==> config.mk <==
export PLATFORM = sky130hd
export DESIGN_NAME = reset_request_responder
export DESIGN_NICKNAME = d
export VERILOG_FILES = /design/src/rtl/reset_request_responder_pkg.sv /design/src/rtl/reset_request_responder_delay_counter.sv /design/src/rtl/reset_request_responder.sv
export SDC_FILE = /design/constraint.sdc
export NUM_CORES = 1
export LEC_CHECK = 0
export ABC_AREA = 1
export CORE_MARGIN = 4
export CORE_UTILIZATION = 53
export CTS_CLUSTER_DIAMETER = 100
export DETAILED_ROUTE_END_ITERATION = 16
export PLACE_DENSITY = 0.74
export SYNTH_ARGS = -nofsm -noshare
export SYNTH_HDL_FRONTEND = slang
export SYNTH_SLANG_ARGS = --single-unit
==> constraint.sdc <==
create_clock -name clk_i -period 2 [get_ports clk_i]
set_input_delay 0.4 -clock clk_i [delete_from_list [all_inputs] [get_ports clk_i]]
set_output_delay 0.4 -clock clk_i [all_outputs]
set_load 0.03 [all_outputs]
==> src/rtl/reset_request_responder_pkg.sv <==
// Shared types and helpers for the reset request/acknowledge responder.
package reset_pkg;

  typedef enum logic [1:0] {IDLE, ASSERT, WAIT, ACK} rrr_state_t;

  // Counter width for a counter that must hold values 0..n-1, never narrower than 1 bit.
  function automatic int cnt_width(input int n);
    return (n <= 2) ? 1 : $clog2(n);
  endfunction

endpackage

==> src/rtl/reset_request_responder_delay_counter.sv <==
// Loadable down-counter that saturates at zero and flags when it is empty.
module delay_counter #(
  parameter int          WIDTH     = 4,
  parameter int unsigned RESET_VAL = 0
) (
  input  logic             clk_i,
  input  logic             rst_ni,
  input  logic             load,
  input  logic [WIDTH-1:0] load_val,
  input  logic             dec,
  output logic             zero
);

  logic [WIDTH-1:0] count_reg;

  always_ff @(posedge clk_i or negedge rst_ni) begin
    if (!rst_ni) begin
      count_reg <= WIDTH'(RESET_VAL);
    end else if (load) begin
      count_reg <= load_val;
    end else if (dec && (count_reg != '0)) begin
      count_reg <= count_reg - WIDTH'(1);
    end
  end

  assign zero = (count_reg == '0);

endmodule

==> src/rtl/reset_request_responder.sv <==
// Drives a minimum-length reset pulse downstream, waits for done (or a timeout),
// then acknowledges the requester with a 4-phase handshake. Power-up runs the same pulse unacknowledged.
module reset_request_responder
  import reset_pkg::*;
#(
  parameter int LENGTH  = 16,
  parameter int TIMEOUT = 256
) (
  input  logic clk_i,
  input  logic rst_ni,
  input  logic req_i,
  output logic ack_o,
  output logic rst_o,
  input  logic done_i,
  output logic timeout_o,
  output logic busy_o
);

  localparam int RCNT_W = cnt_width(LENGTH);

  rrr_state_t state_reg;
  logic       rst_reg;
  logic       ack_reg;
  logic       timeout_reg;
  logic       pending_reg;
  logic       rcnt_load;
  logic       rcnt_dec;
  logic       rcnt_zero;
  logic       timeout_hit;

  assign rcnt_load = (state_reg == IDLE) && req_i;
  assign rcnt_dec  = (state_reg == ASSERT);

  delay_counter #(
    .WIDTH    (RCNT_W),
    .RESET_VAL(LENGTH - 1)
  ) u_rcnt (
    .clk_i   (clk_i),
    .rst_ni  (rst_ni),
    .load    (rcnt_load),
    .load_val(RCNT_W'(LENGTH - 1)),
    .dec     (rcnt_dec),
    .zero    (rcnt_zero)
  );

  // With TIMEOUT == 0 the wait is unbounded and no timeout counter exists.
  generate
    if (TIMEOUT != 0) begin : g_tcnt
      localparam int TCNT_W = cnt_width(TIMEOUT + 1);
      logic [TCNT_W-1:0] tcnt_reg;

      always_ff @(posedge clk_i or negedge rst_ni) begin
        if (!rst_ni) begin
          tcnt_reg <= '0;
        end else if (state_reg == ASSERT) begin
          tcnt_reg <= '0;
        end else if ((state_reg == WAIT) && !done_i && !timeout_hit) begin
          tcnt_reg <= tcnt_reg + TCNT_W'(1);
        end
      end

      assign timeout_hit = (tcnt_reg == TCNT_W'(TIMEOUT - 1));
    end else begin : g_no_tcnt
      assign timeout_hit = 1'b0;
    end
  endgenerate

  always_ff @(posedge clk_i or negedge rst_ni) begin
    if (!rst_ni) begin
      state_reg   <= ASSERT;
      rst_reg     <= 1'b1;
      ack_reg     <= 1'b0;
      timeout_reg <= 1'b0;
      pending_reg <= 1'b0;
    end else begin
      unique case (state_reg)
        IDLE: begin
          if (req_i) begin
            state_reg   <= ASSERT;
            rst_reg     <= 1'b1;
            pending_reg <= 1'b1;
            timeout_reg <= 1'b0;
          end
        end
        ASSERT: begin
          if (rcnt_zero) begin
            state_reg <= WAIT;
            rst_reg   <= 1'b0;
          end
        end
        WAIT: begin
          // done_i wins over a timeout expiring on the same edge.
          if (done_i || timeout_hit) begin
            if (!done_i) begin
              timeout_reg <= 1'b1;
            end
            if (pending_reg) begin
              state_reg <= ACK;
              ack_reg   <= 1'b1;
            end else begin
              state_reg <= IDLE;
            end
          end
        end
        ACK: begin
          if (!req_i) begin
            state_reg   <= IDLE;
            ack_reg     <= 1'b0;
            pending_reg <= 1'b0;
          end
        end
        default: begin
          state_reg <= IDLE;
        end
      endcase
    end
  end

  assign rst_o     = rst_reg;
  assign ack_o     = ack_reg;
  assign timeout_o = timeout_reg;
  assign busy_o    = (state_reg != IDLE);

endmodule
== Word level (Yosys, flattened, before mapping) ==
Cells that the tools add are included.
W data, S select, Z words.
Storage, ports and cells
  bits of input ports: 4
  output and inout bits: 4
  register bits: 19
  word-level logic and storage cells: 63
Operators by class
  muxes and demuxes: 22
  equality and inequality tests: 10
  reductions and logical operators: 22
  add/subtract/negate cells: 2
Operator list (number)
  $mux W9: 2
  $reduce_bool A2 Y1: 7
  $reduce_and A4 Y1: 3
  $mux W2: 5
  $ne A2 B2 Y1 const B: 5
  $add A9 B1 Y9 const B: 1
  $eq A9 B8 Y1 const B: 1
  $mux W1: 8
  $mux W4: 2
  $pmux W1 S2: 4
  $pmux W2 S4: 1
  $reduce_and A3 Y1: 2
  $eq A2 B2 Y1 const B: 2
  $logic_and A1 B1 Y1: 4
  $logic_not A4 Y1: 1
  $reduce_bool A4 Y1: 1
  $sub A4 B1 Y4 const B: 1
  $eq A2 B1 Y1 const B: 1
  $logic_not A1 Y1: 2
  $logic_not A2 Y1: 1
  $ne A2 B1 Y1 const B: 1
  $logic_or A1 B1 Y1: 1

== Logic depth before layout (Yosys ltp) ==
Gate-level depths: netlist of the first run.
  word-level depth: 5
  mapped depth: 12
  depth with buffers taken out: 12

== Cells and area by module ==
From an unflattened synthesis of the first run, not the netlist that was laid out.
Second synthesis, totals
  cells, all modules: 160
  area, all modules: 1137.3 um^2
By module, submodules not included
  reset_request_responder: sequential area each 377.9 um^2, area each 837.1 um^2, instances 1, cells an instance 114
  delay_counter: sequential area each 105.1 um^2, area each 300.3 um^2, instances 1, cells an instance 46

== Least setup slack after synthesis of the first run ==
Ideal clock, no wire load.
  kind: flip-flop to flip-flop
  start: reg g_tcnt.tcnt_reg[0]
  end: reg g_tcnt.tcnt_reg[7]
  path slack: 382 ps
  period minus slack after synthesis: 1618 ps
  library setup time: 117 ps
  arrival time: 1501 ps
  required time: 1883 ps
  cell stages (with the launch flop): 13
  buffers on the path: 0
  path through: dfrtp_1 ha_1 nand2_1 nor2_1 nand2_1 nor2_1 ha_1 inv_1 nand2_1 nor2_4 nand3_1 nand3_1 nand2_1
Between the ends
  cells in the longest elaborated chain, start to end: 4
  elaborated cells between the ends (all ways): 7
  those cells by class: add/sub (1); eq/ne (1); mux (2); reduce/logical (3)
Ends and longest elaborated chain
  start: declaration: RTL line reset_request_responder.sv:50  | logic [TCNT_W-1:0] tcnt_reg;
  start signal: assignment: RTL line reset_request_responder.sv:58  | tcnt_reg <= tcnt_reg + TCNT_W'(1);
  parallel branches: the longest is 4 deep, another holds $add A9 B1 Y9
Several ways; the timed one is not identified. The select of a mux whose other input is x is not followed.
A chain may end at the register's enable or synchronous reset.

== Worst setup path after layout of the first run ==
  start: reg rst_reg, in the netlist rst_o
  end: out rst_o
RTL lines
  start: declaration: RTL line reset_request_responder.sv:22  | logic rst_reg;
  start signal: assignment: RTL line reset_request_responder.sv:71  | rst_reg <= 1'b1;
  start signal: assignment: RTL line reset_request_responder.sv:80  | rst_reg <= 1'b1;
  start signal: assignment: RTL line reset_request_responder.sv:88  | rst_reg <= 1'b0;
  end: declaration: RTL line reset_request_responder.sv:13  | output logic rst_o,
No word-level cell between the ends.

==> results of run 1 <==
==> worst register-to-register path: stages (launching register included) <==
cell and delay (ns):
dfrtp_1 0.42, ha_1 0.22, nand2_1 0.10, nor2_2 0.06, nand2_1 0.07, nor2_1 0.05
ha_1 0.19, inv_1 0.07, nand2_1 0.08, nor2_4 0.19, nand3_1 0.12, nand3_1 0.08
nand2_1 0.05
==> cells by family (layout without fill, tap and decap cells) <==
family                   after synthesis  in the layout  synth area share
buffers and inverters                 22             35           0.08188
adder cells (fa/ha/maj)                3              3           0.03722
AO/OA/AOI/OAI                         17             17           0.09179
AND/OR/NAND/NOR                       67             67            0.3015
flip-flops                            19             19            0.4789
XOR/XNOR                               1              1          0.008686
==> routing by layer <==
layer  vias to the layer above  track usage  part of all wire
li1                        439            -                 -
met1                       387       0.2315              0.49
met2                        10       0.2712              0.48
met3                         0      0.03438             0.033
met4                         0      0.01310                 0
met5                         -            0                 0
==> path summary, 6_finish.rpt <==
path | startpoint | end | slack (ns) | cells after the start
worst max register to register | g_tcnt.tcnt_reg[0] | g_tcnt.tcnt_reg[7] | 0.19 | 12
worst max-delay path | rst_o | rst_o | 0.11 | 1
worst min-delay path | rst_ni | g_tcnt.tcnt_reg[3] | 0.44 | 2
worst min register to register | rst_o | rst_o | 0.47 | 2
min in group clk_i | rst_o | rst_o | 0.47 | 2
max in group asynchronous | rst_ni | u_rcnt.count_reg[2] | 1.30 | 2
==> synthesized netlist by cell type <==
cell type,number
a21oi_1,5
dfrtp_1,13
dfstp_2,6
ha_1,3
inv_1,18
inv_2,4
nand2_1,32
nand2_2,4
nand3_1,14
nand4_1,3
nor2_1,11
nor2_2,1
nor2_4,2
o21ai_0,3
o21ai_1,5
o22ai_1,2
o31ai_1,2
xor2_1,1
==> repair_timing <==
item                       in CTS  in global routing
setup endpoints to repair       1                  4
hold buffers                    0                  0
resized for setup               1                  1
gates cloned                    0                  0
==> cell type report <==
type / count / area (sq um)
sequential: 19 / 483.0
multi-input combinational: 88 / 445.4
fill: 156 / 611.8
tap: 25 / 31.28
clock buffer: 4 / 26.28
timing repair buffer: 9 / 83.83
inverter: 22 / 82.58
==> power breakdown <==
group          internal (uW)  switching, uW
clock                   77.3            110
sequential               531           77.4
combinational            244            446
==> through the flow <==
stage	cells	hold WS [ns]
after floorplan	129	0.1044
after global placement	163	0.4477
after detailed placement	163	0.4562
after CTS	167	0.4475
after global routing	167	0.4668
final	167	0.4377
==> impl_metrics.toml, run 1 <==
[route]
ant_nets = 0
first_iter_violations = 33
remaining_drc_errors = 0
dr_total_vias = 836
avgRoutedWirePerCell_um = 10.43
vias_per_cell = 5.006
drt-total-wl_um = 1741
dr.pass1.iters = 4

[worst_setup_path]
setup.worst_path.class = "flop to output port"
critPathMaxStageDelay_ns = 0.66
critPathLaunchType = "flop"
path_delay_family = "buffers and inverters"
critPathSlowestCell = "clkdlybuf4s50_1"
crit_buf_inv = 1
cp.arrival_ns = 1.49
crit_fanout = 2
cp-end-kind = "output port"
worstPathRequired_ns = 1.60
cp_cell_sequence = "clkdlybuf4s50_1"

[synthesis]
synthesis.area_sq_mm = 0.001008
yosys_warnings = 0
yosysSeqAreaShare = 0.4789
synth.net_count = 136
ys_seq_elements = 19
synth_area_leader_cell = "dfrtp_1"
ys_top_cells_by_area = "dfrtp_1, dfstp_2, nand2_1"
syn-instance-count = 129
syn_area_per_cell_sq_um = 7.818
synth_top_area_share = 0.3226
synth_cell_types = 18

[pwr]
p_leak_uw = 0.0005726
peakVddDrop_uv = 932.6
p_per_area_mw_per_mm2 = 1290
design_power_total_uw = 1487

[cells_and_area]
final_core_util = 0.6532
largest_reg_flops = 9
final_nets = 150
n_antenna_cell = 0
final_cell_area_sq_mm = 0.001152
area_growth_pct = 14.27
final_common_cell = "nand2_1"
final_layout_size_suffix_gt1_frac = 0.1620
mostFrequentLayoutCells = "nand2_1, inv_1, nand3_1"

[grt]
grt_max_degree = 20
grt_pass1_wl_um = 3360
antenna_found_initial = 0
grt_overflow = 0
grtUsageTotal = 0.1642
grt_pass1_vias = 795

[die]
die_w_um = 51.62
die-area_sq_mm = 0.002665
initial_utilization = 0.5716
rows = 15
core-area_sq_mm = 0.001764
dieHeight_um = 51.62
ioPinCount = 8

[placed_design]
hpwl_um = 1384
portBuffers = 7
placed_area_sq_mm = 0.001125
pre_cts_slack_ns = 0.2051
place.gp.congestion = 0.8304

[cts]
post_cts_buffers = 0
cts_made_buffers = 3
htree_levels = 1
clk_pin_slew_ns = 0.11
clkSinkCount = 19
cts-root-buf = "clkbuf_4"
cts_tree = "built"
clockBufferDepth = 2
clk_latency_ns = 0.29

[sta]
rsz0062_at_grt = "no"
finalSetupTns_ns = 0
worst_slack_ns = 0.1057
maxSlewViolCount = 0
period_share = 0.9472
worst_pin_slew_ns = 0.3106
hold_violations = 0
relSlewSlack = 0.7923
setup_viol = 0
worst_clock_skew_ns = 0.006510
layout_min_cycle_time_ns = 1.894
clock.fmax_ghz = 0.5279

[hold_path]
worstHoldPathType = "input pin to async pin"

[run]
cap_violations = 0

[outcome]
status = "finished, final reports clean"
Power figures use the tool's default switching activity.
==> inputs of run 2 (changes only) <==
CORE_UTILIZATION = 50   (was 53)
PLACE_DENSITY = 0.73   (was 0.74)
clock period = 1.6 ns   (was 2 ns; I/O delays follow)
==> run 2 against run 1 <==
The run now ends with negative setup slack left. Combinational power is 48% higher. First-iteration DRC count is 33% lower. Sequential share of layout area is 5.0 points lower. Via count is 12% higher. Count of clock-buffer cells in the layout is 1 lower. Utilization is 6.8 points higher. Critical path type is now flop to flop. Highest routed layer is now met4.
==> impl_metrics.toml, run 2 (synthesis results as in run 1) <==
[outcome]
status = "finished, violations left"
violations = "negative setup slack"

[worst_setup_path]
critPathLaunchType = "flop"
cp.arrival_ns = 1.93
r2r-end = "g_tcnt.tcnt_reg[2]"
ff2ff_setup_slack_ns = -0.14
startpoint = "g_tcnt.tcnt_reg[1]"
setup.worst_path.class = "flop to flop"
r2r_cells = 12
rr_startpoint = "g_tcnt.tcnt_reg[1]"
worstPathRequired_ns = 1.79
crit_fanout = 4
cp-end-kind = "flop"

[sta]
worst_pin_slew_ns = 0.3986
rsz0062_at_grt = "yes"
hold_violations = 0
setup_viol = 12
whs_ns = 0.3507
clock.fmax_ghz = 0.5756
worst_clock_skew_ns = 0.002400
worst_slack_ns = -0.1372
period_share = 1.086
relSlewSlack = 0.7333
layout_min_cycle_time_ns = 1.737
maxSlewViolCount = 0
finalSetupTns_ns = -1.043

[cells_and_area]
final_common_cell = "nand2_1"
final_core_util = 0.7210
area_growth_pct = 30.15
mostFrequentLayoutCells = "nand2_1, inv_1, dfrtp_1"
final_nets = 158
n_antenna_cell = 0
fillers = 129
final_layout_size_suffix_gt1_frac = 0.3400
largest_reg_flops = 9

[route]
vias_per_cell = 5.337
dr.pass1.iters = 5
first_iter_violations = 22
remaining_drc_errors = 0
dr_total_vias = 934
drt-total-wl_um = 2347
avgRoutedWirePerCell_um = 13.41
ant_nets = 0

[cts]
cts_made_buffers = 3
clk_latency_ns = 0.30
cts_tree = "built"
cts-root-buf = "clkbuf_4"
htree_levels = 1
clk_pin_slew_ns = 0.11
hold_buffers = 0
clkSinkCount = 19
clockBufferDepth = 2

[grt]
grtUsageTotal = 0.1800
met3_usage = 0.03380
gr-usage-met2 = 0.3058
grt_pass1_vias = 871
use_met1 = 0.2320
grt_pass1_wl_um = 3677
grt_max_degree = 20
antenna_found_initial = 0
grt_overflow = 0
grt-busiest-layer = "met2"

[pwr]
peakVddDrop_uv = 1156
p_leak_uw = 0.0006465
design_power_total_uw = 2054
p_per_area_mw_per_mm2 = 1565

[placed_design]
portBuffers = 7
hpwl_um = 1507
pre_cts_slack_ns = -0.1034
place.gp.congestion = 0.8912

[die]
die_w_um = 52.91
die-area_sq_mm = 0.002799
initial_utilization = 0.5540
rows = 15
ioPinCount = 8
dieHeight_um = 52.91
core-area_sq_mm = 0.001821

[hold_path]
worstHoldPathType = "input pin to async pin"

[run]
cap_violations = 0
-- run 2: how the worst max path moves through the flow --
| stage | end | slack [ns] | cells after the start |
|---|---|---|---|
| after CTS | g_tcnt.tcnt_reg[2] | -0.07 | 12 |
| after detailed placement | g_tcnt.tcnt_reg[2] | -0.10 | 12 |
| final | g_tcnt.tcnt_reg[2] | -0.14 | 12 |
| after global placement | g_tcnt.tcnt_reg[2] | -0.06 | 12 |
| after global routing | g_tcnt.tcnt_reg[7] | -0.21 | 12 |
| after floorplan | g_tcnt.tcnt_reg[7] | 0.0009 | 12 |
-- run 2: repair_timing --
item                                    CTS  global route
buffers inserted                          1             2
resized for setup                        12            14
cloned                                    1             0
pin swaps                                 8            10
endpoints found under the hold margin     0             0
endpoints found under the setup margin   15            14
-- run 2: area by class of cell --
type / count / area (sq um) / area share
Clock buffer: 3 / 22.52 / 0.01716
Clock inverter: 1 / 5.005 / 0.003813
Inverter: 22 / 85.08 / 0.06482
Multi-Input combinational cell: 89 / 540.5 / 0.4118
Sequential cell: 19 / 484.2 / 0.3689
Tap cell: 25 / 31.28 / 0.02383
Timing Repair Buffer: 16 / 143.9 / 0.1096
-- run 2: routing by layer --
layer | routed length [um] | share of wire
met1 | 1043 | 0.44
met2 | 1191 | 0.51
met3 | 73 | 0.031
met4 | 38 | 0.016
met5 | 0 | 0
-- run 2: through the flow --
step / cells / instance area, sq um
2_1_floorplan: 129 / 1013
3_5_place_dp: 168 / 1165
5_1_grt: 175 / 1313
6_report: 175 / 1313
3_3_place_gp: 168 / 1165
4_1_cts: 174 / 1245
-- run 2: worst max-delay path, cell delays in order (launching register included) --
cell	delay, ns
dfrtp_1	0.41
ha_2	0.20
nand2_2	0.10
nor2_4	0.05
nand2_2	0.07
nor2_2	0.04
ha_2	0.19
nor2_2	0.16
nand2_4	0.10
nand2_4	0.13
inv_4	0.05
nand2_1	0.07
o31ai_2	0.06
-- run 2: power breakdown --
| group | internal, uW | switching, uW | leakage [uW] | total, uW |
|---|---|---|---|---|
| clock | 93.1 | 148 | 0.0000177 | 241 |
| sequential | 667 | 125 | 0.000233 | 792 |
| combinational | 360 | 660 | 0.000396 | 1020 |
| total | 1120 | 934 | 0.000647 | 2050 |
